## src/rtl/div_unit.sv

```systemverilog
// div_unit: multi-cycle restoring radix-2 integer divider for DIV / DIVU.
// One quotient bit is produced per clock, MSB first. The result is returned
// as {remainder, quotient}, where HI = [2W-1:W] and LO = [W-1:0].
//
// Ports:
//   clk       clock; all state changes happen on the rising edge
//   rst       synchronous active-high reset
//   start_i   request; held high until ready_o is seen
//   signed_i  1 = two's complement (DIV), 0 = unsigned (DIVU); sampled in IDLE
//   a_i, b_i  dividend / divisor; sampled with start_i in IDLE
//   annul_i   flush; aborts any operation in flight
//   result_o  {remainder, quotient}; zero except in END
//   ready_o   result valid
//   stall_o   pipeline hold request
module div_unit #(
  parameter int unsigned WIDTH = 32
) (
  input  logic               clk,
  input  logic               rst,
  input  logic               start_i,
  input  logic               signed_i,
  input  logic [WIDTH-1:0]   a_i,
  input  logic [WIDTH-1:0]   b_i,
  input  logic               annul_i,
  output logic [2*WIDTH-1:0] result_o,
  output logic               ready_o,
  output logic               stall_o
);

  localparam int unsigned CW = $clog2(WIDTH);

  typedef enum logic [1:0] {IDLE, DIVZERO, ON, END} state_t;

  state_t             state, state_next;
  logic [CW-1:0]      cnt;
  logic [WIDTH-1:0]   rem;       // partial remainder
  logic [WIDTH-1:0]   quo;       // dividend bits shift out, quotient bits shift in
  logic [WIDTH-1:0]   dvs;       // divisor magnitude
  logic               q_neg, r_neg;
  logic [2*WIDTH-1:0] result;

  logic               accept;
  logic               last;
  logic [WIDTH-1:0]   mag_a, mag_b;
  logic [WIDTH:0]     shifted, diff;
  logic [WIDTH-1:0]   rem_next, quo_next;

  assign accept = start_i && !annul_i;
  assign last   = (cnt == CW'(WIDTH - 1));
  assign mag_a  = (signed_i && a_i[WIDTH-1]) ? -a_i : a_i;
  assign mag_b  = (signed_i && b_i[WIDTH-1]) ? -b_i : b_i;

  // Trial subtract: the remainder is always below the divisor, so the
  // shifted value fits WIDTH+1 bits and diff[WIDTH] is a valid sign bit.
  always_comb begin
    shifted  = {rem, quo[WIDTH-1]};
    diff     = shifted - {1'b0, dvs};
    rem_next = diff[WIDTH] ? shifted[WIDTH-1:0] : diff[WIDTH-1:0];
    quo_next = {quo[WIDTH-2:0], ~diff[WIDTH]};
  end

  // State register
  always_ff @(posedge clk) begin
    if (rst) state <= IDLE;
    else     state <= state_next;
  end

  // Next-state logic; annul_i wins over start_i everywhere
  always_comb begin
    state_next = state;
    unique case (state)
      IDLE:    if (accept) state_next = (b_i == '0) ? DIVZERO : ON;
      DIVZERO: state_next = annul_i ? IDLE : END;
      ON: begin
        if (annul_i)   state_next = IDLE;
        else if (last) state_next = END;
      end
      END:     if (!start_i || annul_i) state_next = IDLE;
      default: state_next = IDLE;
    endcase
  end

  // Outputs
  always_comb begin
    ready_o  = (state == END);
    result_o = ready_o ? result : '0;
    stall_o  = !rst && accept && (state != END);
  end

  // Datapath
  always_ff @(posedge clk) begin
    if (rst) begin
      cnt    <= '0;
      rem    <= '0;
      quo    <= '0;
      dvs    <= '0;
      q_neg  <= 1'b0;
      r_neg  <= 1'b0;
      result <= '0;
    end else begin
      unique case (state)
        IDLE: begin
          if (accept && (b_i != '0)) begin
            quo   <= mag_a;
            dvs   <= mag_b;
            rem   <= '0;
            cnt   <= '0;
            q_neg <= signed_i && (a_i[WIDTH-1] ^ b_i[WIDTH-1]);
            r_neg <= signed_i && a_i[WIDTH-1];
          end
        end
        DIVZERO: result <= '0;
        ON: begin
          if (!annul_i) begin
            rem <= rem_next;
            quo <= quo_next;
            cnt <= cnt + CW'(1);
            // Final iteration folds in the sign correction
            if (last)
              result <= {r_neg ? -rem_next : rem_next,
                         q_neg ? -quo_next : quo_next};
          end
        end
        END: if (!start_i || annul_i) result <= '0;
        default: ;
      endcase
    end
  end

endmodule

```

## config.mk

```make
export PLATFORM = sky130hd
export DESIGN_NAME = div_unit
export DESIGN_NICKNAME = d
export VERILOG_FILES = /design/src/rtl/div_unit.sv
export SDC_FILE = /design/constraint.sdc
export NUM_CORES = 1
export LEC_CHECK = 0
export BUFFER_PORTS_ARGS = -buffer_cell sky130_fd_sc_hd__buf_2
export CORE_MARGIN = 3
export CORE_UTILIZATION = 40
export CTS_BUF_LIST = sky130_fd_sc_hd__clkbuf_8
export DETAILED_ROUTE_END_ITERATION = 8
export GPL_TIMING_DRIVEN = 0
export SETUP_SLACK_MARGIN = 0.5
export SLEW_MARGIN = 20
export SYNTH_ARGS = -nofsm -noshare
export SYNTH_HDL_FRONTEND = slang
export SYNTH_SLANG_ARGS = --single-unit
export TNS_END_PERCENT = 50
```

## constraint.sdc

```tcl
create_clock -name clk -period 5.3 [get_ports clk]
set_clock_uncertainty 0.15 [all_clocks]
set_input_delay 0.53 -clock clk [delete_from_list [all_inputs] [get_ports clk]]
set_output_delay 0.53 -clock clk [all_outputs]
set_load 0.02 [all_outputs]
```

==> impl_metrics.json, run 1 <==
{
  "ys_seq_elements": 169,
  "vias": 12323,
  "p_int_mw": 2.69,
  "first_pass_iters": 6,
  "antenna_cells": 0,
  "min_path_cells": 3,
  "synthToLayoutAreaGrowth_pct": 17.4,
  "switching_share": 0.482,
  "grt_max_degree": 21,
  "synth_edf_count": 0,
  "relSlewSlack": 0.489,
  "via_per_inst": 5.53,
  "p_switching_mw": 2.51,
  "comb_power_share": 0.518,
  "reg2reg_from": "quo[31]",
  "seqPwrFrac": 0.291,
  "arrival_ps": 5120,
  "h-tree-depth": 4,
  "yosysTopAreaCell": "dfxtp_1",
  "clock_latency_ps": 480,
  "final-seq-area_um2": 3400,
  "grt_pass1_wl_um": 61400,
  "final_nets": 1942,
  "die_area_um2": 32200,
  "reg2reg_setup_slack_ps": 400,
  "fp.coreArea_um2": 29200,
  "drtIter0Drc": 1111,
  "hold_start": "b_i[0]",
  "syn_inst": 1644,
  "crit_fanout": 7,
  "max_clock_freq_ghz": 0.204,
  "ant_nets": 0,
  "fill_cells": 3006,
  "gr-usage-met3": 0.0407,
  "cts_sinks": 169,
  "grt_busiest_layer": "met1",
  "ir_drop_uv": 177,
  "drt-total-wl_um": 39900,
  "final_area_um2": 14100,
  "layout_worst_path_cycle_share": 0.924,
  "synth_mux_area_frac": 0.0281,
  "yosys.area_share.xor_xnor": 0.105,
  "grt_pass1_vias": 10980,
  "hold_path_end": "dvs[0]",
  "cap_violations": 0,
  "synth_area_um2": 12000,
  "outcome": "finished clean",
  "drcViolationCount": 0,
  "synth_fa_ha_area_frac": 0.0443,
  "grt_overflow": 0,
  "async_flop_share": 0,
  "cts.reportedPaths.clkPinSlew_ps": 120,
  "yosys.area_share.simple": 0.258,
  "slew_viol_final": 0,
  "hp-class": "primary input to flop",
  "fp.dieW_um": 179,
  "rr_worst_depth": 24,
  "grt_use_total": 0.243,
  "gp_congestion": 0.926,
  "syn-num-nets": 1755,
  "yosysSeqAreaShare": 0.281,
  "met1_usage": 0.385,
  "cts_tree": "built",
  "critical_path_class": "flop to flop",
  "p_clk_frac": 0.191,
  "synth.distinct_cells": 83,
  "synth_flop_cell": "dfxtp_1",
  "cp.required_ps": 5520,
  "initial_core_util": 0.412,
  "grt_setup_unrepaired": "yes",
  "worst_pin_slew_ps": 766,
  "cp-end-kind": "flop",
  "die_h_um": 179,
  "crit_path_start_kind": "flop",
  "dpl_cell_area_um2": 13200,
  "yosysWarningCount": 0,
  "drive_gt1_frac": 0.157,
  "ys_top_cells_by_area": "dfxtp_1, nand2_1, xnor2_1",
  "fin_util": 0.484,
  "synth_top_family_by_area": "simple AND/OR/NAND/NOR gates",
  "rows": 62,
  "portBuffers": 134,
  "synth_compound_area_frac": 0.232,
  "cts-root-buf": "clkbuf_8",
  "antenna_found_initial": 0,
  "grt.met2_usage": 0.343,
  "hold_violations": 0,
  "post-route-min-period_ps": 4900,
  "cts_made_buffers": 17,
  "r2r_end": "result[60]",
  "avgRoutedWirePerCell_um": 17.9,
  "p_per_area_nw_per_um2": 369,
  "synth_top_area_frac": 0.281,
  "postSynthAreaPerCell_um2": 7.31,
  "num_io_pins": 135,
  "setup_viol_count_final": 0,
  "hpwl_um": 32000,
  "finalSetupTns_ps": 0,
  "multi_input_area_um2": 8180,
  "clock_path_buffers": 2,
  "postCtsHoldBufs": 0,
  "leakagePower_nw": 5.63
}
==> cell type report <==
class                           count  area share
Clock inverter                     15      0.0136
Buffer                             99      0.0342
Clock buffer                       17      0.0166
Sequential cell                   169       0.241
Inverter                           58      0.0156
Tap cell                          384      0.0340
Timing Repair Buffer              168      0.0658
Multi-Input combinational cell   1318       0.580
==> worst max-delay path, stage by stage (launching register included) <==
cell and delay, ps:
dfxtp_4 380, inv_2 70, ha_4 130, inv_2 40
fa_2 390, a211oi_4 310, o21ai_4 110, o211ai_2 250
a21boi_4 110, buf_6 130, nor3_4 180, buf_6 170
nor2_8 50, buf_8 120, buf_12 120, buf_12 120
mux2i_4 210, ha_4 180, inv_2 40, a2111o_1 420
a22oi_2 260, nand4_1 260, o31ai_2 330, xnor2_1 170
o21ai_1 90
==> routing by layer <==
| metal | wire length, um | share of wire |
|---|---|---|
| met2 | 16100 | 0.40 |
| met3 | 3680 | 0.092 |
| met4 | 441 | 0.011 |
| met5 | 0 | 0 |
| met1 | 19700 | 0.49 |
==> sequential cells by signal, indices dropped and copies added, names as in the netlist <==
register / flops
quo: 32
cnt: 5
q_neg: 1
result: 64
rem: 32
r_neg: 1
dvs: 32
state: 2
==> kinds of logic (layout without fill, tap and decap cells) <==
group	count (synthesis)	count (layout)
simple gates	657	657
compound gates	442	442
flops	169	169
buf+inv	157	357
xor+xnor	144	144
fa+ha+maj	42	42
mux	33	33
==> Yosys cell counts (all sizes together) (27+ instances only) <==
| library cell | n |
|---|---|
| mux2i | 27 |
| a211oi | 37 |
| and2 | 76 |
| clkbuf | 70 |
| nand2 | 239 |
| a21oi | 143 |
| nor3 | 49 |
| dfxtp | 169 |
| xor2 | 63 |
| o21ai | 124 |
| nand3 | 35 |
| buf | 29 |
| inv | 57 |
| xnor2 | 81 |
| nor2 | 156 |
| a22oi | 31 |
| ha | 41 |
==> worst max path at each step <==
| stage | to | start | slack, ps | cells past startpoint |
|---|---|---|---|---|
| global placement | result[60] | quo[31] | -650 | 24 |
| detailed placement | result[60] | quo[31] | -660 | 24 |
| finish | result[60] | quo[31] | 400 | 24 |
| global route | result[60] | quo[31] | 210 | 24 |
| floorplan | result[60] | quo[31] | 510 | 23 |
| CTS | result[60] | rem[10] | 500 | 22 |
==> per-stage QoR <==
stage	hold WS [ps]	setup WS [ps]	power (mW)	std cells
final	172	403	5.20	2228
after global routing	182	211	5.52	2228
after CTS	161	502	5.07	2205
after detailed placement	284	-655	3.97	2162
after global placement	276	-655	3.95	2162
after floorplan	267	506	3.24	1644
==> repair_timing <==
item	in CTS	in global routing
pin swaps	13	21
gates cloned	0	0
setup buffers	11	22
resized for setup	46	24
endpoints found under the setup margin	27	13
==> power groups by stage <==
stage	Combinational, mW	Sequential, mW	Clock (mW)
finish	2.70	1.51	0.994
global route	2.94	1.52	1.05
CTS	2.56	1.51	1.00
detailed placement	2.44	1.54	0
global placement	2.42	1.53	0
floorplan	1.75	1.48	0
==> placed cells by master (no fill, tap or decap), types with 63 or more instances in the layout <==
master,netlist,final
o21ai_0,117,114
dfxtp_1,169,161
buf_2,15,144
clkbuf_1,70,67
and2_1,76,76
xnor2_1,81,81
nand2_1,239,237
nor2_1,155,155
xor2_1,63,63
a21oi_1,141,138
(Power assumes the default switching activity.)
==> run 2, diff against run 1 <==
--- a/config.mk
+++ b/config.mk
@@ -6,11 +6,14 @@
 export NUM_CORES = 1
 export LEC_CHECK = 0
 export BUFFER_PORTS_ARGS = -buffer_cell sky130_fd_sc_hd__buf_2
+export CELL_PAD_IN_SITES_DETAIL_PLACEMENT = 1
+export CELL_PAD_IN_SITES_GLOBAL_PLACEMENT = 1
 export CORE_MARGIN = 3
 export CORE_UTILIZATION = 40
 export CTS_BUF_LIST = sky130_fd_sc_hd__clkbuf_8
 export DETAILED_ROUTE_END_ITERATION = 8
 export GPL_TIMING_DRIVEN = 0
+export PLACE_DENSITY_LB_ADDON = 0.1
 export SETUP_SLACK_MARGIN = 0.5
 export SLEW_MARGIN = 20
 export SYNTH_ARGS = -nofsm -noshare
==> run 2 against run 1 <==
Worst hold slack better by 18 ps. Register-to-register slack worse by 20 ps. Critical path depth unchanged. Sequential cell count unchanged. Sequential power about the same. Final area about the same. Wire length up 13%. Combinational power up 5%. Critical endpoint unchanged. Highest routed layer unchanged.
==> impl_metrics.json, run 2 (synthesis results as in run 1) <==
{
  "outcome": "finished clean",
  "grt_pass1_vias": 12348,
  "vias": 12617,
  "num_io_pins": 135,
  "post-route-min-period_ps": 4910,
  "cap_violations": 0,
  "ir_drop_uv": 216,
  "drt-total-wl_um": 45000,
  "drcViolationCount": 0,
  "rows": 62,
  "ant_nets": 0,
  "fin_util": 0.484,
  "cp_slowest_cell": "a2111o_1",
  "p_per_area_nw_per_um2": 378,
  "max_clock_freq_ghz": 0.204,
  "crit_path_start_kind": "flop",
  "largest_register_ffs": 64,
  "grt_setup_unrepaired": "yes",
  "hold_start": "b_i[0]",
  "via_per_inst": 5.68,
  "first_pass_iters": 5,
  "finalSetupTns_ps": 0,
  "crit_fanout": 5,
  "h-tree-depth": 4,
  "cp-end-kind": "flop",
  "cp-startpoint": "quo[31]",
  "layout_worst_path_cycle_share": 0.927,
  "drtIter0Drc": 902,
  "final_common_cell": "nand2_1",
  "cts_tree": "built",
  "critical_path_class": "flop to flop",
  "hp-class": "primary input to flop",
  "max_stage_delay_ps": 400,
  "path_cells": "inv_2 -> ha_4 -> inv_2 -> fa_2 -> a211oi_4 -> o21ai_4 -> o211ai_2 -> a21boi_2 -> o21a_1 -> buf_6 -> nor2_8 -> buf_12 -> buf_12 -> buf_12 -> mux2i_4 -> ha_4 -> inv_2 -> a2111o_1 -> a22oi_2 -> nand4_1 -> buf_6 -> o31ai_4 -> xnor2_2 -> o21ai_1",
  "gp_congestion": 0.917,
  "clock_path_buffers": 2,
  "portBuffers": 134,
  "clock_latency_ps": 480,
  "hold_violations": 0,
  "hpwl_um": 35700,
  "grt_use_total": 0.276,
  "fp.coreArea_um2": 29200,
  "grt_max_degree": 19,
  "cp.required_ps": 5520,
  "cts-root-buf": "clkbuf_8",
  "leakagePower_nw": 5.60,
  "die_h_um": 179,
  "grt_overflow": 0,
  "relSlewSlack": 0.398,
  "final_cell_mix": "nand2_1, nor2_1, dfxtp_1, buf_2, a21oi_1",
  "reg2reg_from": "quo[31]",
  "initial_core_util": 0.412,
  "antenna_found_initial": 1,
  "final_cells": 2223,
  "setup_viol_count_final": 0,
  "drive_gt1_frac": 0.160,
  "cts.reportedPaths.clkPinSlew_ps": 120,
  "cts_sinks": 169,
  "postCtsHoldBufs": 0,
  "grt_pass1_wl_um": 69700,
  "cts_made_buffers": 17,
  "final_nets": 1937,
  "slew_viol_final": 0,
  "placed_cells": 2162,
  "regMostFlops": "result",
  "antenna_cells": 0,
  "arrival_ps": 5140,
  "die_area_um2": 32200,
  "fp.dieW_um": 179,
  "worst_pin_slew_ps": 897,
  "synthToLayoutAreaGrowth_pct": 17.5,
  "avgRoutedWirePerCell_um": 20.2
}
[run 2: changes by cell type in the layout (fill, tap and decap cells not counted), moves of 3 or more]
cell,previous run,this run
buf_4,32,27
clkinv_8,6,3
dfxtp_1,161,155
dfxtp_2,6,10
o31ai_2,4,1
o31ai_4,0,3
[run 2: path summary, 6_finish.rpt]
check	endpoint	slack (ps)	cells past startpoint
max reg2reg	result[60]	390	24
min	dvs[0]	190	3
min reg2reg	result[31]	310	2
max	result[60]	390	24
[run 2: power by group]
part	internal, mW	switching [mW]
logic	0.958	1.87
clock network	0.368	0.626
registers	1.39	0.127
total	2.71	2.62
[run 2: per-stage QoR]
step           cell area, um^2  hold WS [ps]  power (mW)  setup WS [ps]
6_report                 14100           190        5.33            386
5_1_grt                  14100           193        5.66            217
4_1_cts                  13900           174        5.17            472
3_5_place_dp             13200           286        4.05           -898
3_3_place_gp             13200           278        3.99           -833
2_1_floorplan            12000           267        3.24            506
[run 2: routing by layer]
layer	global-route usage	wire, um
met1	0.430	22600
met2	0.417	19100
met3	0.0240	2830
met4	0.0496	473
met5	0	0
[run 2: repair_timing]
item                       in CTS  in global routing
buffers inserted               13                 15
setup endpoints to repair      30                 16
pin swaps                      12                 21
resized for setup              47                 40
[run 2: layout make-up]
class / instances / area [um^2]
sequential: 169 / 3410
fill: 3786 / 15000
buffer: 99 / 489
timing repair buffer: 163 / 890
clock inverter: 14 / 154
multi-input combinational: 1318 / 8230
tap: 384 / 480
inverter: 58 / 220
clock buffer: 18 / 248
[run 2: worst max-delay path, delay by kind of cell, from the launching register on]
| family | cells | cell delay [ps] |
|---|---|---|
| XOR/XNOR | 1 | 140 |
| flip-flops | 1 | 370 |
| AO/OA/AOI/OAI | 9 | 2050 |
| adder cells (fa/ha/maj) | 3 | 710 |
| multiplexers | 1 | 280 |
| AND/OR/NAND/NOR | 2 | 310 |
| buffers and inverters | 8 | 780 |
